[config.mk]
export PLATFORM = sky130hd
export DESIGN_NAME = fp_mac_sequencer
export DESIGN_NICKNAME = d
export VERILOG_FILES = /design/src/rtl/fp_mac_sequencer.sv
export SDC_FILE = /design/constraint.sdc
export NUM_CORES = 1
export LEC_CHECK = 0
export ABC_AREA = 1
export CAP_MARGIN = 10
export CORE_AREA = 4 4 96 189
export DETAILED_ROUTE_END_ITERATION = 6
export DIE_AREA = 0 0 100 193
export GPL_TIMING_DRIVEN = 0
export HOLD_SLACK_MARGIN = 0.05
export PLACE_DENSITY = 0.78
export REMOVE_ABC_BUFFERS = 1
export SLEW_MARGIN = 30
export SYNTH_ARGS = -nofsm -noshare
export SYNTH_HDL_FRONTEND = slang
export SYNTH_SLANG_ARGS = --single-unit
export TNS_END_PERCENT = 100
[constraint.sdc]
create_clock -name i_clk -period 2.7 [get_ports i_clk]
set_input_delay 0.81 -clock i_clk [delete_from_list [all_inputs] [get_ports i_clk]]
set_output_delay 0.81 -clock i_clk [all_outputs]
set_load 0.05 [all_outputs]
[src/rtl/fp_mac_sequencer.sv]
// Sequences external combinational float multiplier and adder as a registered MAC
// over a stream of operand pairs, returning the dot product with a done pulse.
module fp_mac_sequencer #(
  parameter int unsigned LEN_W    = 8,
  parameter logic [31:0] ACC_INIT = 32'h0000_0000
) (
  input  logic             i_clk,
  input  logic             i_rst_n,
  input  logic             i_start,
  input  logic [LEN_W-1:0] i_len,
  input  logic             i_in_valid,
  output logic             o_in_ready,
  input  logic [31:0]      i_in_a,
  input  logic [31:0]      i_in_b,
  output logic [31:0]      o_mul_a,
  output logic [31:0]      o_mul_b,
  input  logic [31:0]      i_mul_p,
  output logic [31:0]      o_add_a,
  output logic [31:0]      o_add_b,
  input  logic [31:0]      i_add_s,
  output logic             o_busy,
  output logic             o_done,
  output logic [31:0]      o_result
);

  typedef enum logic [2:0] {StIdle, StLoad, StMul, StAcc, StDone} state_e;

  state_e           r_state;
  logic [LEN_W-1:0] r_len;
  logic [LEN_W-1:0] r_cnt;
  logic [31:0]      r_a;
  logic [31:0]      r_b;
  logic [31:0]      r_prod;
  logic [31:0]      r_acc;
  logic [31:0]      r_result;
  logic             w_last;

  // r_len is never zero while in StAcc, so the subtraction cannot underflow there.
  assign w_last = (r_cnt == (r_len - LEN_W'(1)));

  always_ff @(posedge i_clk) begin
    if (!i_rst_n) begin
      r_state  <= StIdle;
      r_len    <= '0;
      r_cnt    <= '0;
      r_a      <= '0;
      r_b      <= '0;
      r_prod   <= '0;
      r_acc    <= ACC_INIT;
      r_result <= '0;
    end else begin
      unique case (r_state)
        StIdle: begin
          if (i_start) begin
            r_len <= i_len;
            if (i_len == '0) begin
              r_result <= ACC_INIT;
              r_state  <= StDone;
            end else begin
              r_acc   <= ACC_INIT;
              r_cnt   <= '0;
              r_state <= StLoad;
            end
          end
        end
        StLoad: begin
          if (i_in_valid) begin
            r_a     <= i_in_a;
            r_b     <= i_in_b;
            r_state <= StMul;
          end
        end
        StMul: begin
          r_prod  <= i_mul_p;
          r_state <= StAcc;
        end
        StAcc: begin
          r_acc <= i_add_s;
          if (w_last) begin
            r_result <= i_add_s;
            r_state  <= StDone;
          end else begin
            r_cnt   <= r_cnt + LEN_W'(1);
            r_state <= StLoad;
          end
        end
        StDone:  r_state <= StIdle;
        default: r_state <= StIdle;
      endcase
    end
  end

  assign o_in_ready = (r_state == StLoad);
  assign o_busy     = (r_state != StIdle);
  assign o_done     = (r_state == StDone);
  assign o_mul_a    = r_a;
  assign o_mul_b    = r_b;
  assign o_add_a    = r_prod;
  assign o_add_b    = r_acc;
  assign o_result   = r_result;

endmodule

==> results of run 1 <==
worst paths after layout:
path               from           end  slack (ns)  depth (start not counted)
max reg2reg  r_state[2]  o_result[28]        0.31                          9
min          o_add_b[2]    o_add_b[2]        0.46                          2
min reg2reg  o_add_b[2]    o_add_b[2]        0.46                          2
max          r_state[2]        o_done        0.11                          3
layer usage:
metal,global-route usage (%),vias up,routed length [um]
met5,0,-,13
met3,7.24,44,1510
met4,11.6,2,869
met2,42.5,216,12500
met1,24.5,3162,8160
li1,-,3550,-
registers in the layout, indices dropped and copies added, names as in the netlist:
register and cells:
o_add_b 32, o_result 32, r_cnt 8, r_state 3, o_mul_b 32, o_mul_a 32, r_len 8, o_add_a 32
power by group through the flow:
stage / registers (mW) / clock network (mW) / logic (mW)
after global placement: 3.04 / 0 / 2.17
after floorplan: 3.74 / 0 / 0.599
after global routing: 3.02 / 2.86 / 2.38
final: 2.99 / 2.70 / 2.21
after CTS: 2.99 / 2.75 / 2.22
after detailed placement: 3.05 / 0 / 2.20
worst reg2reg max path, stage by stage (launching register included):
cell and delay (ns):
sky130_fd_sc_hd__dfxtp_1 0.35, sky130_fd_sc_hd__nor2_1 0.17, sky130_fd_sc_hd__nand2_1 0.17, sky130_fd_sc_hd__inv_2 0.62, sky130_fd_sc_hd__nand3_2 0.25, sky130_fd_sc_hd__nand2_8 0.24
sky130_fd_sc_hd__nand2_8 0.21, sky130_fd_sc_hd__nand2_1 0.14, sky130_fd_sc_hd__nand2_1 0.05, sky130_fd_sc_hd__nor2_1 0.11
Yosys cell counts:
library cell / n / area share [%]
sky130_fd_sc_hd__nor2_2: 6 / 0.54
sky130_fd_sc_hd__nand3_2: 1 / 0.15
sky130_fd_sc_hd__nor2_1: 267 / 15
sky130_fd_sc_hd__a21oi_1: 61 / 4.4
sky130_fd_sc_hd__o21ai_0: 107 / 7.8
sky130_fd_sc_hd__inv_2: 2 / 0.11
sky130_fd_sc_hd__inv_1: 64 / 3.5
sky130_fd_sc_hd__xnor2_1: 3 / 0.38
sky130_fd_sc_hd__nand2_4: 1 / 0.16
sky130_fd_sc_hd__clkbuf_1: 43 / 2.3
sky130_fd_sc_hd__buf_6: 2 / 0.33
sky130_fd_sc_hd__xor2_1: 6 / 0.76
sky130_fd_sc_hd__nand2_2: 2 / 0.18
sky130_fd_sc_hd__o21bai_1: 1 / 0.11
sky130_fd_sc_hd__nand4_1: 2 / 0.18
sky130_fd_sc_hd__clkinv_1: 1 / 0.054
sky130_fd_sc_hd__nand2_1: 173 / 9.4
sky130_fd_sc_hd__nand3_1: 29 / 2.1
sky130_fd_sc_hd__a211oi_1: 1 / 0.11
sky130_fd_sc_hd__ha_1: 2 / 0.36
sky130_fd_sc_hd__buf_1: 3 / 0.16
sky130_fd_sc_hd__dfxtp_1: 179 / 52
sky130_fd_sc_hd__buf_2: 6 / 0.44
cell families after synthesis:
group | synth area share, %
AND/OR/NAND/NOR | 27.3
flip-flops | 51.9
adder cells (fa/ha/maj) | 0.363
XOR/XNOR | 1.14
buffers and inverters | 6.91
AO/OA/AOI/OAI | 12.4
per-stage QoR:
| stage | hold slack [ns] | setup WS [ns] |
|---|---|---|
| floorplan | 0.457 | -0.879 |
| global placement | 0.447 | -5.26 |
| detailed placement | 0.454 | -0.567 |
| CTS | 0.465 | 0.0190 |
| global route | 0.479 | 0.0196 |
| finish | 0.462 | 0.107 |
area by class of cell:
class                           count  area share, %
Clock buffer                       18           4.09
Tap cell                          207           2.41
Antenna cell                        3         0.0698
Clock inverter                     14           1.85
Sequential cell                   179           33.3
Inverter                           67           2.37
Multi-Input combinational cell    662           27.0
Timing Repair Buffer              305           28.9
repair_timing:
action,4_1_cts,5_1_grt
pin swaps,0,1
endpoints found under the setup margin,28,24
endpoints found under the hold margin,0,0
resized for setup,3,7
placed cells by master, fill, tap and decap left out, types with 2 or more instances in the layout:
cell type / n
sky130_fd_sc_hd__nor2_2: 5
sky130_fd_sc_hd__a21oi_1: 61
sky130_fd_sc_hd__inv_6: 4
sky130_fd_sc_hd__nor2_1: 266
sky130_fd_sc_hd__o21ai_0: 107
sky130_fd_sc_hd__clkinv_4: 3
sky130_fd_sc_hd__diode_2: 3
sky130_fd_sc_hd__buf_16: 3
sky130_fd_sc_hd__nand2_8: 3
sky130_fd_sc_hd__nand2_1: 170
sky130_fd_sc_hd__dfxtp_1: 179
sky130_fd_sc_hd__xor2_1: 6
sky130_fd_sc_hd__bufinv_16: 4
sky130_fd_sc_hd__inv_1: 61
sky130_fd_sc_hd__clkinv_2: 3
sky130_fd_sc_hd__clkbuf_16: 17
sky130_fd_sc_hd__inv_2: 4
sky130_fd_sc_hd__nand3_1: 29
sky130_fd_sc_hd__nor2_4: 2
sky130_fd_sc_hd__clkdlybuf4s50_1: 299
sky130_fd_sc_hd__nand2_2: 3
sky130_fd_sc_hd__xnor2_1: 3
sky130_fd_sc_hd__nand4_1: 2
==> impl_metrics.prom, run 1 <==
# TYPE chip_impl_metric gauge
chip_impl_metric{name="hpwl",unit="um"} 16200
chip_impl_metric{name="route.detailed.vias_per_inst",unit=""} 4.79
chip_impl_metric{name="total_vias_in_the_final_route",unit=""} 6974
chip_impl_info{name="critPathKind",value="reg2out"} 1
chip_impl_metric{name="placed_area",unit="sq um"} 10100
chip_impl_metric{name="route.antenna.remaining_nets",unit=""} 0
chip_impl_metric{name="design.die.area",unit="sq um"} 19300
chip_impl_metric{name="report.power.total",unit="mW"} 7.91
chip_impl_metric{name="detailedRoute.firstPassIterationCount",unit=""} 5
chip_impl_metric{name="cellPowerDensity",unit="nW/um^2"} 736
chip_impl_info{name="hold_wc_path_type",value="reg2reg"} 1
chip_impl_metric{name="final.setup.tns",unit="ns"} 0
chip_impl_metric{name="io_buffer_count",unit=""} 302
chip_impl_metric{name="postCtsHoldBufs",unit=""} 0
chip_impl_metric{name="routed_wirelength_normalized_by_instance_count",unit="um"} 15.9
chip_impl_metric{name="final_cell_area",unit="sq um"} 10800
chip_impl_metric{name="number_of_rows_in_the_core_area",unit=""} 67
chip_impl_metric{name="worst_setup_hold_path_clk_slew",unit="ns"} 0.07
chip_impl_metric{name="maxCapViolations",unit=""} 0
chip_impl_metric{name="fmaxAchievable",unit="MHz"} 386
chip_impl_metric{name="fp.coreArea",unit="sq um"} 16700
chip_impl_metric{name="power_frac_comb",unit="%"} 28.0
chip_impl_metric{name="numCtsBuffers",unit=""} 17
chip_impl_info{name="tritoncts",value="yes"} 1
chip_impl_metric{name="grt_max_degree",unit=""} 79
chip_impl_metric{name="final_cells",unit=""} 1455
chip_impl_metric{name="yosysWarnings",unit=""} 0
chip_impl_metric{name="period_needed",unit="ns"} 2.59
chip_impl_metric{name="dpl.cell_count",unit=""} 1420
chip_impl_metric{name="finish.net_count",unit=""} 1374
chip_impl_info{name="run_status",value="finished, final reports clean"} 1
chip_impl_info{name="crit_slowest_cell",value="sky130_fd_sc_hd__clkdlybuf4s50_1"} 1
chip_impl_metric{name="final_layout_size_suffix_gt1_share",unit="%"} 4.58
chip_impl_metric{name="drc",unit=""} 0
chip_impl_metric{name="routed_wl",unit="um"} 23100
chip_impl_metric{name="initial_antenna_violation_count",unit=""} 4
chip_impl_metric{name="timing.max_slew.rel_slack",unit="%"} 47.5
chip_impl_metric{name="power_frac_seq",unit="%"} 37.8
chip_impl_metric{name="timing_hold_violations_final",unit=""} 0
chip_impl_metric{name="first_global_vias",unit=""} 6872
chip_impl_metric{name="critical_path.max_stage_delay",unit="ns"} 0.80
chip_impl_metric{name="yosysSeqAreaShare",unit="%"} 51.9
chip_impl_metric{name="max-vdd-ir-drop",unit="uV"} 573
chip_impl_info{name="crit_path_capture_type",value="primary output"} 1
chip_impl_metric{name="initial_core_util",unit="%"} 41.4
chip_impl_metric{name="number_of_slew_limit_violations_in_the_final_report",unit=""} 0
chip_impl_metric{name="power_leakage",unit="nW"} 4.49
chip_impl_metric{name="final.fill_count",unit=""} 1415
chip_impl_metric{name="worstMarginPinSlew",unit="ns"} 0.787
chip_impl_info{name="rsz0062_at_grt",value="no"} 1
chip_impl_metric{name="post_cts_buffers",unit=""} 0
chip_impl_metric{name="synth.distinct_cells",unit=""} 23
chip_impl_metric{name="p_sw_share",unit="%"} 34.1
chip_impl_metric{name="gp_congestion",unit=""} 0.844
chip_impl_metric{name="path_buf_inv",unit=""} 1
chip_impl_metric{name="die_width",unit="um"} 100
chip_impl_info{name="master_cell_of_the_clock_root_buffer",value="sky130_fd_sc_hd__clkbuf_16"} 1
chip_impl_metric{name="final.setup_skew",unit="ns"} 0.0131
chip_impl_metric{name="clock_latency_of_the_later_clocked_register_in_the_worst_skew_pair",unit="ns"} 0.43
chip_impl_metric{name="total_switching_power",unit="mW"} 2.70
chip_impl_metric{name="sequential_cell_area",unit="sq um"} 3580
chip_impl_metric{name="internal_power",unit="mW"} 5.21
chip_impl_metric{name="fin_crit_sh",unit="%"} 96.0
chip_impl_metric{name="netlist_instances",unit=""} 962
chip_impl_metric{name="multi_input_area",unit="sq um"} 2900
chip_impl_metric{name="cts_buffer_depth",unit=""} 2
chip_impl_metric{name="clockPowerShare",unit="%"} 34.1
chip_impl_metric{name="grt_first_pass_wirelength",unit="um"} 35900
chip_impl_metric{name="area_delta_synth_final",unit="%"} 55.8
chip_impl_metric{name="drt_first_iter_violations",unit=""} 257
chip_impl_metric{name="postSynthRegisterBits",unit=""} 179
chip_impl_metric{name="grt_overflow",unit=""} 0
chip_impl_metric{name="clock-sinks",unit=""} 179
chip_impl_metric{name="global_route.usage.total",unit="%"} 23.6
chip_impl_metric{name="ctsHtreeMaxLevel",unit=""} 4
chip_impl_metric{name="final_core_util",unit="%"} 64.4
chip_impl_metric{name="worstPathArrival",unit="ns"} 1.78
chip_impl_info{name="family_with_the_most_delay_on_the_worst_path",value="buffers and inverters"} 1
chip_impl_metric{name="syn_area",unit="sq um"} 6900
chip_impl_metric{name="num_io_pins",unit=""} 303
chip_impl_metric{name="report.final.setup_viol",unit=""} 0
chip_impl_metric{name="die_h",unit="um"} 193
chip_impl_metric{name="synth.avg_cell_area",unit="sq um"} 7.17
chip_impl_metric{name="path_max_fanout",unit=""} 4
chip_impl_metric{name="worst_ep_required_time",unit="ns"} 1.89
chip_impl_info{name="cell_by_cell_trace_of_the_critical_path",value="nand2_1, nor2_1, clkdlybuf4s50_1"} 1
chip_impl_info{name="cp-start-kind",value="flip-flop"} 1
Note: power is estimated with default switching activity, not from simulation.
==> inputs of run 2 (changes only) <==
Settings changed: PLACE_DENSITY 0.78 to 0.79.
==> run 2 against run 1 <==
Sequential power about the same; via count hardly changed; highest routed layer unchanged; clock power shrank 3%; critical path depth unchanged; final area decreased by 0.28%.
==> impl_metrics.prom, run 2 (synthesis gave the netlist of run 1 again) <==
# TYPE chip_impl_metric gauge
chip_impl_metric{name="final_layout_size_suffix_gt1_share",unit="%"} 4.10
chip_impl_metric{name="path_max_fanout",unit=""} 4
chip_impl_metric{name="worstMarginPinSlew",unit="ns"} 0.770
chip_impl_metric{name="postCtsHoldBufs",unit=""} 0
chip_impl_metric{name="timing.max_slew.rel_slack",unit="%"} 48.6
chip_impl_metric{name="worst_setup_hold_path_clk_slew",unit="ns"} 0.06
chip_impl_metric{name="power_frac_seq",unit="%"} 38.4
chip_impl_metric{name="max-vdd-ir-drop",unit="uV"} 673
chip_impl_metric{name="detailedRoute.firstPassIterationCount",unit=""} 5
chip_impl_info{name="family_with_the_most_delay_on_the_worst_path",value="buffers and inverters"} 1
chip_impl_metric{name="dp_worst_setup_slack",unit="ns"} -0.565
chip_impl_metric{name="maxCapViolations",unit=""} 0
chip_impl_info{name="mostFrequentLayoutCell",value="sky130_fd_sc_hd__clkdlybuf4s50_1"} 1
chip_impl_metric{name="total_switching_power",unit="mW"} 2.61
chip_impl_metric{name="fin_crit_sh",unit="%"} 95.6
chip_impl_metric{name="power_frac_comb",unit="%"} 28.3
chip_impl_info{name="hold_wc_path_type",value="reg2reg"} 1
chip_impl_metric{name="cp_num_cells",unit=""} 3
chip_impl_metric{name="initial_core_util",unit="%"} 41.4
chip_impl_metric{name="number_of_slew_limit_violations_in_the_final_report",unit=""} 0
chip_impl_metric{name="die_width",unit="um"} 100
chip_impl_info{name="commonest_cells_after_routing_fill_and_taps_aside",value="299 x sky130_fd_sc_hd__clkdlybuf4s50_1, 266 x sky130_fd_sc_hd__nor2_1, 179 x sky130_fd_sc_hd__dfxtp_1"} 1
chip_impl_metric{name="power_leakage",unit="nW"} 4.48
chip_impl_metric{name="report.final.setup_viol",unit=""} 0
chip_impl_info{name="run_status",value="finished, final reports clean"} 1
chip_impl_metric{name="io_buffer_count",unit=""} 302
chip_impl_metric{name="cellPowerDensity",unit="nW/um^2"} 729
chip_impl_metric{name="total_vias_in_the_final_route",unit=""} 6977
chip_impl_metric{name="number_of_rows_in_the_core_area",unit=""} 67
chip_impl_metric{name="final_core_util",unit="%"} 64.3
chip_impl_info{name="cell_by_cell_trace_of_the_critical_path",value="nand2_1, nor2_1, clkdlybuf4s50_1"} 1
chip_impl_metric{name="die_h",unit="um"} 193
chip_impl_metric{name="path_buf_inv",unit=""} 1
chip_impl_metric{name="grt_max_degree",unit=""} 72
chip_impl_metric{name="design.die.area",unit="sq um"} 19300
chip_impl_metric{name="worstPathArrival",unit="ns"} 1.77
chip_impl_info{name="cp-start-kind",value="flip-flop"} 1
chip_impl_metric{name="critical_path.max_stage_delay",unit="ns"} 0.80
chip_impl_metric{name="global_route.usage.total",unit="%"} 23.5
chip_impl_metric{name="worst_ep_required_time",unit="ns"} 1.89
chip_impl_metric{name="fp.coreArea",unit="sq um"} 16700
chip_impl_metric{name="grt_first_pass_wirelength",unit="um"} 35300
chip_impl_metric{name="postLayoutSetupSlackWorst",unit="ns"} 0.118
chip_impl_metric{name="finish.net_count",unit=""} 1374
chip_impl_metric{name="grt_overflow",unit=""} 0
chip_impl_metric{name="area_delta_synth_final",unit="%"} 55.4
chip_impl_metric{name="hpwl",unit="um"} 16300
chip_impl_metric{name="drc",unit=""} 0
chip_impl_metric{name="hold_slack",unit="ns"} 0.463
chip_impl_metric{name="clock-sinks",unit=""} 179
chip_impl_metric{name="first_global_vias",unit=""} 6867
chip_impl_metric{name="num_io_pins",unit=""} 303
chip_impl_metric{name="routed_wl",unit="um"} 23000
chip_impl_metric{name="internal_power",unit="mW"} 5.21
chip_impl_metric{name="ctsHtreeMaxLevel",unit=""} 4
chip_impl_metric{name="routed_wirelength_normalized_by_instance_count",unit="um"} 15.8
chip_impl_metric{name="gp_congestion",unit=""} 0.849
chip_impl_info{name="rsz0062_at_grt",value="no"} 1
chip_impl_metric{name="fmaxAchievable",unit="MHz"} 387
chip_impl_metric{name="whs_path_depth",unit=""} 2
chip_impl_info{name="tritoncts",value="yes"} 1
chip_impl_metric{name="route.antenna.remaining_nets",unit=""} 0
chip_impl_metric{name="clock_latency_of_the_later_clocked_register_in_the_worst_skew_pair",unit="ns"} 0.42
chip_impl_info{name="crit_slowest_cell",value="sky130_fd_sc_hd__clkdlybuf4s50_1"} 1
chip_impl_metric{name="final.setup_skew",unit="ns"} 0.00919
chip_impl_metric{name="placed_area",unit="sq um"} 10100
chip_impl_metric{name="initial_antenna_violation_count",unit=""} 2
chip_impl_metric{name="p_sw_share",unit="%"} 33.3
chip_impl_metric{name="clockPowerShare",unit="%"} 33.4
chip_impl_info{name="master_cell_of_the_clock_root_buffer",value="sky130_fd_sc_hd__clkbuf_16"} 1
chip_impl_metric{name="cts_buffer_depth",unit=""} 2
chip_impl_metric{name="timing_hold_violations_final",unit=""} 0
chip_impl_metric{name="period_needed",unit="ns"} 2.58
chip_impl_metric{name="reg2regPathDepth",unit=""} 13
chip_impl_metric{name="route.detailed.vias_per_inst",unit=""} 4.81
chip_impl_info{name="crit_path_capture_type",value="primary output"} 1
chip_impl_metric{name="drt_first_iter_violations",unit=""} 265
chip_impl_metric{name="final_cell_area",unit="sq um"} 10700
chip_impl_info{name="critPathKind",value="reg2out"} 1
chip_impl_metric{name="numCtsBuffers",unit=""} 17
run 2: cell count changes in the layout (fill, tap and decap cells not counted), sizes merged:
| cell | before | now |
|---|---|---|
| diode | 3 | 1 |
| clkinv | 6 | 5 |
| inv | 70 | 66 |
| clkbuf | 18 | 21 |
run 2: final timing paths:
kind | start | endpoint | slack (ns)
max | r_state[2] | o_done | 0.12
min | o_add_b[21] | o_add_b[21] | 0.46
max reg2reg | r_len[0] | o_result[27] | 0.34
min reg2reg | o_add_b[21] | o_add_b[21] | 0.46
run 2: what timing repair did:
action / in CTS / in global routing
gates resized for setup: 3 / 5
setup endpoints to repair: 26 / 26
setup buffers: 0 / 0
run 2: final cells by class:
cell class                 instances  area (sq um)
clock inverter                     9           155
sequential                       179          3580
clock buffer                      21           460
inverter                          67           255
timing repair buffer             305          3110
multi-input combinational        662          2900
antenna                            1          2.50
fill                            1429          5960
tap                              207           259
run 2: layer usage:
layer  global-route usage (%)  routed length (um)
met5                        0                   8
met3                     6.81                1450
met4                     12.8                1210
met1                     24.4                8220
met2                     42.1               12100
run 2: worst reg2reg max path: stages, from the launching register on:
cell and delay (ns):
sky130_fd_sc_hd__dfxtp_1 0.31, sky130_fd_sc_hd__inv_1 0.17, sky130_fd_sc_hd__ha_1 0.24, sky130_fd_sc_hd__nand2_1 0.10
sky130_fd_sc_hd__nor2_2 0.14, sky130_fd_sc_hd__nand3_1 0.15, sky130_fd_sc_hd__nand3_1 0.10, sky130_fd_sc_hd__nand2_1 0.06
sky130_fd_sc_hd__nor2_2 0.14, sky130_fd_sc_hd__nand3_2 0.14, sky130_fd_sc_hd__nand2_8 0.22, sky130_fd_sc_hd__nand2_8 0.21
sky130_fd_sc_hd__nor2_1 0.21, sky130_fd_sc_hd__nor2_1 0.07
run 2: power groups by stage:
stage / Combinational (mW) / Sequential (mW) / Clock, mW
3_3_place_gp: 2.16 / 3.04 / 0
4_1_cts: 2.22 / 3.00 / 2.66
5_1_grt: 2.37 / 3.02 / 2.77
3_5_place_dp: 2.20 / 3.05 / 0
6_report: 2.21 / 3.00 / 2.61
2_1_floorplan: 0.599 / 3.74 / 0
run 2: metrics by stage:
step                power [mW]  TNS (ns)  std cells
global placement          5.20   -601.41       1417
floorplan                 4.34    -56.23        908
detailed placement        5.25    -14.00       1420
global route              8.16         0       1451
CTS                       7.87         0       1450
finish                    7.82         0       1451
